[src/rtl/sbox_share_ctrl.sv]
// Folded SubBytes/SubWord scheduler sharing LANES sbox instances.
// Optional macro SBOX_SHARE_RR_EN selects round-robin arbitration.
module sbox_share_ctrl #(
  parameter int LANES = 4
) (
  input  logic               clk,
  input  logic               rst,
  input  logic               st_valid,
  output logic               st_ready,
  input  logic [127:0]       st_data,
  output logic               st_done,
  output logic [127:0]       st_result,
  input  logic               kw_valid,
  output logic               kw_ready,
  input  logic [31:0]        kw_data,
  output logic               kw_done,
  output logic [31:0]        kw_result,
  output logic [8*LANES-1:0] sb_in,
  input  logic [8*LANES-1:0] sb_out,
  output logic               busy
);

  localparam int P  = 16 / LANES;
  localparam int PW = (P > 1) ? $clog2(P) : 1;
  localparam int W  = 8 * LANES;

  typedef enum logic [1:0] {
    IDLE,
    ST_RUN,
    KW_RUN
  } state_t;

  state_t         state;
  state_t         state_nx;
  logic [PW-1:0]  p;
  logic [127:0]   buffer;
  logic           idle;
  logic           st_acc;
  logic           kw_acc;
  logic           last_pass;

  assign idle      = (state == IDLE);
  assign busy      = !idle;
  assign last_pass = (p == PW'(P - 1));
  assign kw_acc    = kw_valid && kw_ready;
  assign st_acc    = st_valid && st_ready && !kw_acc;

`ifdef SBOX_SHARE_RR_EN
  typedef enum logic {
    G_ST,
    G_KW
  } grant_t;

  grant_t last_grant;

  // Remember who was served last so a conflict goes to the other side.
  always_ff @(posedge clk) begin
    if (rst) begin
      last_grant <= G_ST;
    end else if (kw_acc) begin
      last_grant <= G_KW;
    end else if (st_acc) begin
      last_grant <= G_ST;
    end
  end

  // Round-robin readies: yield only when the other side waits and is due.
  always_comb begin
    kw_ready = !rst && idle && !(st_valid && last_grant == G_KW);
    st_ready = !rst && idle && !(kw_valid && last_grant == G_ST);
  end
`else
  // Fixed priority readies: a pending key word blocks the state job.
  always_comb begin
    kw_ready = !rst && idle;
    st_ready = !rst && idle && !kw_valid;
  end
`endif

  // State register.
  always_ff @(posedge clk) begin
    if (rst) begin
      state <= IDLE;
    end else begin
      state <= state_nx;
    end
  end

  // Next-state: jobs start only from IDLE and always return to it.
  always_comb begin
    state_nx = state;
    unique case (state)
      IDLE: begin
        if (kw_acc) begin
          state_nx = KW_RUN;
        end else if (st_acc) begin
          state_nx = ST_RUN;
        end
      end
      ST_RUN: begin
        if (last_pass) begin
          state_nx = IDLE;
        end
      end
      KW_RUN: begin
        state_nx = IDLE;
      end
      default: begin
        state_nx = IDLE;
      end
    endcase
  end

  // Sbox bank feed: current state slice or key word, zero when idle.
  always_comb begin
    sb_in = '0;
    if (!rst) begin
      unique case (state)
        ST_RUN: sb_in = buffer[127 - W*int'(p) -: W];
        KW_RUN: sb_in[W-1 -: 32] = buffer[127 -: 32];
        default: sb_in = '0;
      endcase
    end
  end

  // Capture inputs at accept, step passes, latch results and done pulses.
  always_ff @(posedge clk) begin
    if (rst) begin
      p         <= '0;
      buffer    <= '0;
      st_result <= '0;
      kw_result <= '0;
      st_done   <= 1'b0;
      kw_done   <= 1'b0;
    end else begin
      st_done <= 1'b0;
      kw_done <= 1'b0;
      if (kw_acc) begin
        buffer[127 -: 32] <= kw_data;
      end else if (st_acc) begin
        buffer <= st_data;
      end
      if (state == ST_RUN) begin
        st_result[127 - W*int'(p) -: W] <= sb_out;
        if (last_pass) begin
          p       <= '0;
          st_done <= 1'b1;
        end else begin
          p <= p + 1'b1;
        end
      end
      if (state == KW_RUN) begin
        kw_result <= sb_out[W-1 -: 32];
        kw_done   <= 1'b1;
      end
    end
  end

endmodule

[config.mk]
export PLATFORM = sky130hd
export DESIGN_NAME = sbox_share_ctrl
export DESIGN_NICKNAME = d
export VERILOG_FILES = /design/src/rtl/sbox_share_ctrl.sv
export SDC_FILE = /design/constraint.sdc
export NUM_CORES = 1
export LEC_CHECK = 0
export BUFFER_PORTS_ARGS = -buffer_cell sky130_fd_sc_hd__buf_2
export CORE_MARGIN = 10
export CORE_UTILIZATION = 40
export CTS_CLUSTER_SIZE = 24
export DETAILED_ROUTE_END_ITERATION = 10
export GPL_TIMING_DRIVEN = 0
export MAX_ROUTING_LAYER = met4
export PLACE_DENSITY = 0.63
export RECOVER_POWER = 50
export SKIP_LAST_GASP = 1
export SYNTH_ARGS = -nofsm -noshare
export SYNTH_HDL_FRONTEND = slang
export SYNTH_SLANG_ARGS = --single-unit
export TNS_END_PERCENT = 30
[constraint.sdc]
create_clock -name clk -period 2.55 [get_ports clk]
set_clock_uncertainty 0.1 [all_clocks]
set_input_delay 0 -clock clk [delete_from_list [all_inputs] [get_ports clk]]
set_output_delay 0 -clock clk [all_outputs]
set_load 0.1 [all_outputs]
==> flow_metrics.py, run 1 <==
metrics = {
    "timing": {
        "max_slew_margin_pct": 13.3,
        "clock.fmax_mhz": 395,
        "fin_crit_ns": 2.53,
        "finalCritPeriodShare_pct": 99.3,
        "hold_violations": 0,
        "tightest_slew_ns": 1.31,
        "finalMaxSlewViolations": 0,
        "grt_setup_unrepaired": "yes",
        "finalSetupTns_ns": 0,
        "setup_viol": 0,
        "worst_slack_ns": 0.0183,
    },
    "clock_tree": {
        "clkTransAtPathRegs_ns": 0.06,
        "clock_sinks": 294,
        "cts-buffers-inserted": 31,
        "cts_htree_levels": 1,
        "clock_path_buffers": 3,
        "root_buffer": "clkbuf_16",
        "clock_latency_ns": 0.56,
        "cts_tree": "done",
    },
    "finish": {
        "syn2layout_area_growth_pct": 48.8,
        "finalNonFillerCells": 2285,
        "final_area_mm2": 0.0171,
        "drive_gt1_share_pct": 18.6,
        "nets": 2076,
        "n_fill_cell": 2490,
    },
    "detailed_routing": {
        "vias": 12001,
        "drtPass1Iterations": 5,
        "vias_per_cell": 5.25,
        "ant_nets": 0,
        "drt-total-wl_mm": 46.8,
        "wire_per_inst_um": 20.5,
        "drc": 0,
        "dr.first_iter.drc_count": 778,
    },
    "setup_path": {
        "cp.arrival_ns": 2.43,
        "crit_buf_inv": 4,
        "crit_type": "flop to output port",
        "worstPathCellList": "inv_1 -> ha_1 -> clkbuf_4 -> and3b_2 -> buf_6 -> a2bb2oi_1 -> o21ai_1 -> buf_6",
        "path_max_fanout": 10,
        "start_kind": "flop",
        "slowest_delay_ns": 0.33,
        "crit_top_cell": "buf_6",
        "crit_slowest_cell": "dfxtp_2",
        "crit_family": "buffers and inverters",
        "worstPathRequired_ns": 2.45,
        "end_kind": "output port",
    },
    "floorplanning": {
        "core_area_mm2": 0.0280,
        "ios": 393,
        "start_util_pct": 40.9,
        "die_w_um": 189,
        "rows": 61,
        "die_h_um": 189,
        "dieArea_mm2": 0.0358,
    },
    "worst_hold_path": {
        "holdCritPathClass": "primary input to flop",
    },
    "synth": {
        "syn_area_per_cell_um2": 9.14,
        "async_reset_ff_share_pct": 0,
        "synthCells": 1253,
        "synth_fp_nets": 1456,
        "synth_edf_count": 0,
        "ys_warn_count": 0,
        "syn_area_mm2": 0.0115,
        "ys_types": 32,
        "ys_ff_latch": 294,
        "ys.flop_type": "dfxtp_1",
        "synth.yosys.seq_area_share_pct": 51.4,
    },
    "place": {
        "post-dp-hpwl_mm": 33.2,
        "dp_cells": 2022,
        "port_buffers": 391,
        "gp_congestion": 0.880,
        "placed_area_mm2": 0.0139,
        "dp_worst_setup_slack_ns": -0.0908,
    },
    "global_routing": {
        "grt-ovfl-total": 0,
        "antenna_found_initial": 10,
        "grt_max_degree": 16,
        "grt_first_pass_wirelength_mm": 69.5,
        "grt_usage_pct": 25.1,
        "grt_pass1_vias": 12097,
    },
    "flow_run": {
        "cap_violations": 0,
    },
    "power": {
        "p_int_mw": 8.28,
        "p_total_mw": 11.4,
        "switching_share_pct": 27.3,
        "power_leakage_nw": 6.79,
        "combPwrFrac_pct": 15.8,
        "powerDensity_mw_per_mm2": 668,
        "p_sw_mw": 3.11,
        "clock_power_share_pct": 41.5,
        "peakVddDrop_uv": 473,
        "p_seq_share_pct": 42.7,
    },
    "run_status": {
        "status": "completed",
    },
}
==> through the flow <==
| step | util (%) | hold slack [ns] |
|---|---|---|
| after floorplan | - | 0.0360 |
| after global placement | 49.6 | 0.142 |
| after detailed placement | 49.6 | 0.147 |
| after CTS | 61.0 | 0.110 |
| after global routing | 60.9 | 0.131 |
| final | 60.9 | 0.130 |
==> state kept, by name, summed over array words and instances, names as in the netlist <==
name / flops
buffer: 128
kw_done: 1
st_result: 128
kw_result: 32
p: 2
state: 2
st_done: 1
==> routing by layer <==
metal / track usage (%) / vias up / wire length, µm
met5: - / - / 0
met4: 12.0 / 0 / 2300
met3: 4.96 / 150 / 3180
met2: 41.3 / 521 / 22200
met1: 29.0 / 5693 / 19200
li1: - / 5637 / -
==> Yosys cell counts (2+ instances only) <==
cell	count	area share, %
dfxtp_1	294	51
nand2_1	197	6.5
nor2_1	166	5.4
a22oi_1	128	8.4
a21oi_1	98	4.3
mux2i_1	98	8.6
clkbuf_1	58	1.9
buf_2	40	1.7
a21o_1	33	2.2
a22o_1	32	2.4
a2bb2oi_1	31	2.4
o21ai_0	29	1.3
buf_4	7	0.46
buf_6	7	0.69
ha_1	7	0.76
inv_1	5	0.16
nand2b_1	3	0.16
and3b_1	2	0.15
and4b_1	2	0.17
buf_1	2	0.066
nand4bb_1	2	0.20
o21ai_1	2	0.087
==> path summary, 6_finish.rpt <==
check | startpoint | endpoint | slack (ns) | cells past startpoint
worst max-delay path | state[0]$_SDFFE_PP0P_ | sb_in[2] | 0.02 | 8
worst min-delay path | st_data[73] | buffer[73]$_SDFFE_PP0P_ | 0.13 | 4
worst max register to register | state[0]$_SDFFE_PP0P_ | buffer[120]$_SDFFE_PP0P_ | 0.12 | 8
worst min register to register | buffer[60]$_SDFFE_PP0P_ | buffer[60]$_SDFFE_PP0P_ | 0.35 | 2
==> cell usage in the layout, fill, tap and decap left out, types with 7 or more instances in the layout <==
cell type and instances:
nor2_1 166, buf_6 34, a22oi_1 128, a21oi_1 98
clkbuf_16 31, diode_2 11, dfxtp_1 293, buf_4 17
o21ai_1 20, clkbuf_2 8, a2bb2oi_1 28, a21o_1 33
mux2i_1 98, nand2_1 197, a22o_1 32, dlygate4sd3_1 196
o21ai_0 7, buf_2 230, clkbuf_8 8, clkbuf_1 219
==> worst reg2reg max path, delay by kind of cell, from the launching register on <==
family	cells	cell delay [ns]
AOI/OAI and AO/OA	2	0.24
adders and majority gates	1	0.19
buffers and inverters	4	1.37
DFF	1	0.33
and+or+nand+nor	1	0.16
==> area by class of cell <==
| class | count | area [µm²] | share of cell area, % |
|---|---|---|---|
| timing repair buffer | 589 | 3910 | 22.9 |
| clock inverter | 9 | 153 | 0.895 |
| antenna | 11 | 27.5 | 0.161 |
| inverter | 5 | 18.8 | 0.110 |
| multi-input combinational | 840 | 5080 | 29.8 |
| buffer | 112 | 587 | 3.44 |
| sequential | 294 | 5890 | 34.5 |
| clock buffer | 47 | 916 | 5.37 |
| tap | 378 | 473 | 2.77 |
==> power groups by stage <==
stage | registers, mW | clock network (mW) | logic, mW
6_report | 4.86 | 4.73 | 1.80
5_1_grt | 4.88 | 4.97 | 1.90
4_1_cts | 4.85 | 4.79 | 1.77
3_5_place_dp | 4.95 | 0 | 1.52
3_3_place_gp | 4.95 | 0 | 1.51
2_1_floorplan | 5.34 | 0 | 0.650
==> what timing repair did <==
item	4_1_cts	5_1_grt
endpoints found under the setup margin	45	97
endpoints found under the hold margin	290	0
hold buffers	196	0
resized for setup	62	68
buffers inserted	2	0
pin swaps	0	2
gates cloned	0	0
==> logic make-up (layout without fill, tap and decap cells) <==
family          after synthesis  count (layout)  share of synthesized area, %
mux                          98              98                          8.56
other cells                   0              11                             0
fa+ha+maj                     7               7                         0.764
buf+inv                     119             762                          5.02
flops                       294             294                          51.4
simple gates                379             379                          13.1
compound gates              356             356                          21.2
Power figures use the tool's default switching activity.
==> run 2: changes to the inputs <==
- BUFFER_PORTS_ARGS: -buffer_cell sky130_fd_sc_hd__buf_2 -> -buffer_cell sky130_fd_sc_hd__clkbuf_2
==> run 2 against run 1 <==
Total power shrank 1.4%. Combinational power is essentially flat. Cell count shrank 0.22%. Routed wire length grew 1.4%. Sequential cell count is the same. Sequential power is essentially flat. Critical path depth shrank 1. Maximum frequency grew 0.14%. Die area is the same. Worst hold slack lost 0.011 ns. Non-clock buffer count is the same. Critical endpoint is now sb_in[23]. Largest cell class unchanged.
==> flow_metrics.py, run 2 (same netlist as run 1, synthesis figures left out) <==
metrics = {
    "finish": {
        "multi_input_area_mm2": 0.00513,
        "layout_commonest_cell": "dfxtp_1",
        "ff_latch_area_mm2": 0.00589,
        "n_fill_cell": 2447,
        "nets": 2075,
        "top_regs": "buffer (128), st_result (128), kw_result (32)",
        "syn2layout_area_growth_pct": 49.4,
        "drive_gt1_share_pct": 19.2,
        "final_cell_mix": "dfxtp_1 (294), clkbuf_1 (219), clkbuf_2 (206)",
        "finalNonFillerCells": 2280,
        "utilization_pct": 61.1,
    },
    "power": {
        "p_sw_mw": 3.12,
        "power_leakage_nw": 6.84,
        "p_int_mw": 8.11,
        "powerDensity_mw_per_mm2": 656,
        "peakVddDrop_uv": 467,
        "combPwrFrac_pct": 16.1,
        "switching_share_pct": 27.8,
        "clock_power_share_pct": 40.6,
        "p_total_mw": 11.2,
        "p_seq_share_pct": 43.3,
    },
    "detailed_routing": {
        "vias": 12135,
        "dr.first_iter.drc_count": 883,
        "drtPass1Iterations": 5,
        "drc": 0,
        "drt-total-wl_mm": 47.5,
        "vias_per_cell": 5.32,
        "ant_nets": 0,
        "wire_per_inst_um": 20.8,
    },
    "place": {
        "dp_worst_setup_slack_ns": -0.159,
        "post-dp-hpwl_mm": 33.2,
        "port_buffers": 391,
        "dp_cells": 2022,
        "gp_congestion": 0.872,
    },
    "timing": {
        "hold_ws_ns": 0.118,
        "grt_setup_unrepaired": "yes",
        "max_slew_margin_pct": 12.7,
        "worst_slack_ns": 0.0217,
        "fin_crit_ns": 2.53,
        "clock.fmax_mhz": 396,
        "setup_viol": 0,
        "finalMaxSlewViolations": 0,
        "tightest_slew_ns": 1.31,
        "finalCritPeriodShare_pct": 99.1,
        "hold_violations": 0,
    },
    "run_status": {
        "status": "completed",
    },
    "worst_hold_path": {
        "holdCritPathClass": "primary input to flop",
        "whs_path_depth": 4,
    },
    "global_routing": {
        "grt_first_pass_wirelength_mm": 70.9,
        "grt_pass1_vias": 12165,
        "grt_usage_pct": 25.6,
        "antenna_found_initial": 7,
        "grt-ovfl-total": 0,
        "grt_max_degree": 15,
    },
    "clock_tree": {
        "cts_tree": "done",
        "clock_path_buffers": 3,
        "cts-buffers-inserted": 30,
        "cts_htree_levels": 1,
        "clock_latency_ns": 0.55,
        "clock_sinks": 294,
        "root_buffer": "clkbuf_16",
        "clkTransAtPathRegs_ns": 0.06,
    },
    "flow_run": {
        "cap_violations": 0,
    },
    "setup_path": {
        "worstPathRequired_ns": 2.45,
        "start_kind": "flop",
        "rr_worst_depth": 7,
        "end_kind": "output port",
        "path_max_fanout": 10,
        "crit_type": "flop to output port",
        "cp.arrival_ns": 2.43,
    },
    "floorplanning": {
        "start_util_pct": 40.9,
        "die_h_um": 189,
        "dieArea_mm2": 0.0358,
        "core_area_mm2": 0.0280,
        "rows": 61,
        "die_w_um": 189,
        "ios": 393,
    },
}
## run 2: changes by cell type in the layout (fill, tap and decap cells not counted), sizes merged
cell,previous run,this run
diode,11,7
bufinv,4,2
inv,7,5
buf,284,60
clkinv,3,7
clkbuf,268,491
## run 2: timing repair
| item | 4_1_cts | 5_1_grt |
|---|---|---|
| setup endpoints to repair | 54 | 91 |
| buffers inserted | 2 | 0 |
| pin swaps | 0 | 1 |
| gates resized for setup | 84 | 70 |
| hold buffers | 196 | 0 |
| endpoints found under the hold margin | 290 | 0 |
## run 2: metal layers
| metal | routed length, µm | vias up | global-route usage [%] |
|---|---|---|---|
| met5 | 0 | - | - |
| met4 | 2170 | 0 | 11.5 |
| met3 | 3080 | 137 | 4.83 |
| met2 | 22500 | 539 | 41.5 |
| met1 | 19700 | 5813 | 30.4 |
| li1 | - | 5646 | - |
## run 2: path summary, 6_finish.rpt
path                            from                 endpoint  slack, ns
max reg2reg    state[1]$_SDFFE_PP0P_  buffer[20]$_SDFFE_PP0P_       0.09
max            state[0]$_SDFFE_PP0P_                sb_in[23]       0.02
min                      st_data[87]  buffer[87]$_SDFFE_PP0P_       0.12
min reg2reg  buffer[62]$_SDFFE_PP0P_  buffer[62]$_SDFFE_PP0P_       0.35
## run 2: power groups by stage
stage | Combinational [mW] | Clock, mW | Sequential [mW]
finish | 1.81 | 4.55 | 4.86
global route | 1.91 | 4.79 | 4.88
CTS | 1.79 | 4.59 | 4.86
detailed placement | 1.53 | 0 | 4.96
global placement | 1.51 | 0 | 4.95
floorplan | 0.650 | 0 | 5.34
## run 2: final cells by class
class / count / area share [%]
buffer: 112 / 3.34
tap: 378 / 2.76
inverter: 5 / 0.110
multi-input combinational: 840 / 30.0
sequential: 294 / 34.4
timing repair buffer: 589 / 23.3
antenna: 7 / 0.102
clock inverter: 9 / 0.577
clock buffer: 46 / 5.44
## run 2: critical path: stages, from the launching register on
cell and delay, ns:
dfxtp_1 0.36, inv_1 0.07, ha_1 0.36, and3b_2 0.33
buf_4 0.23, a2bb2oi_1 0.09, o21ai_1 0.14, clkbuf_8 0.29
## run 2: per-stage QoR
stage | cell area [µm²] | TNS, ns
floorplan | 11500 | -20.96
global placement | 13900 | -0.206
detailed placement | 13900 | -0.795
CTS | 17200 | -0.648
global route | 17100 | -0.568
finish | 17100 | 0
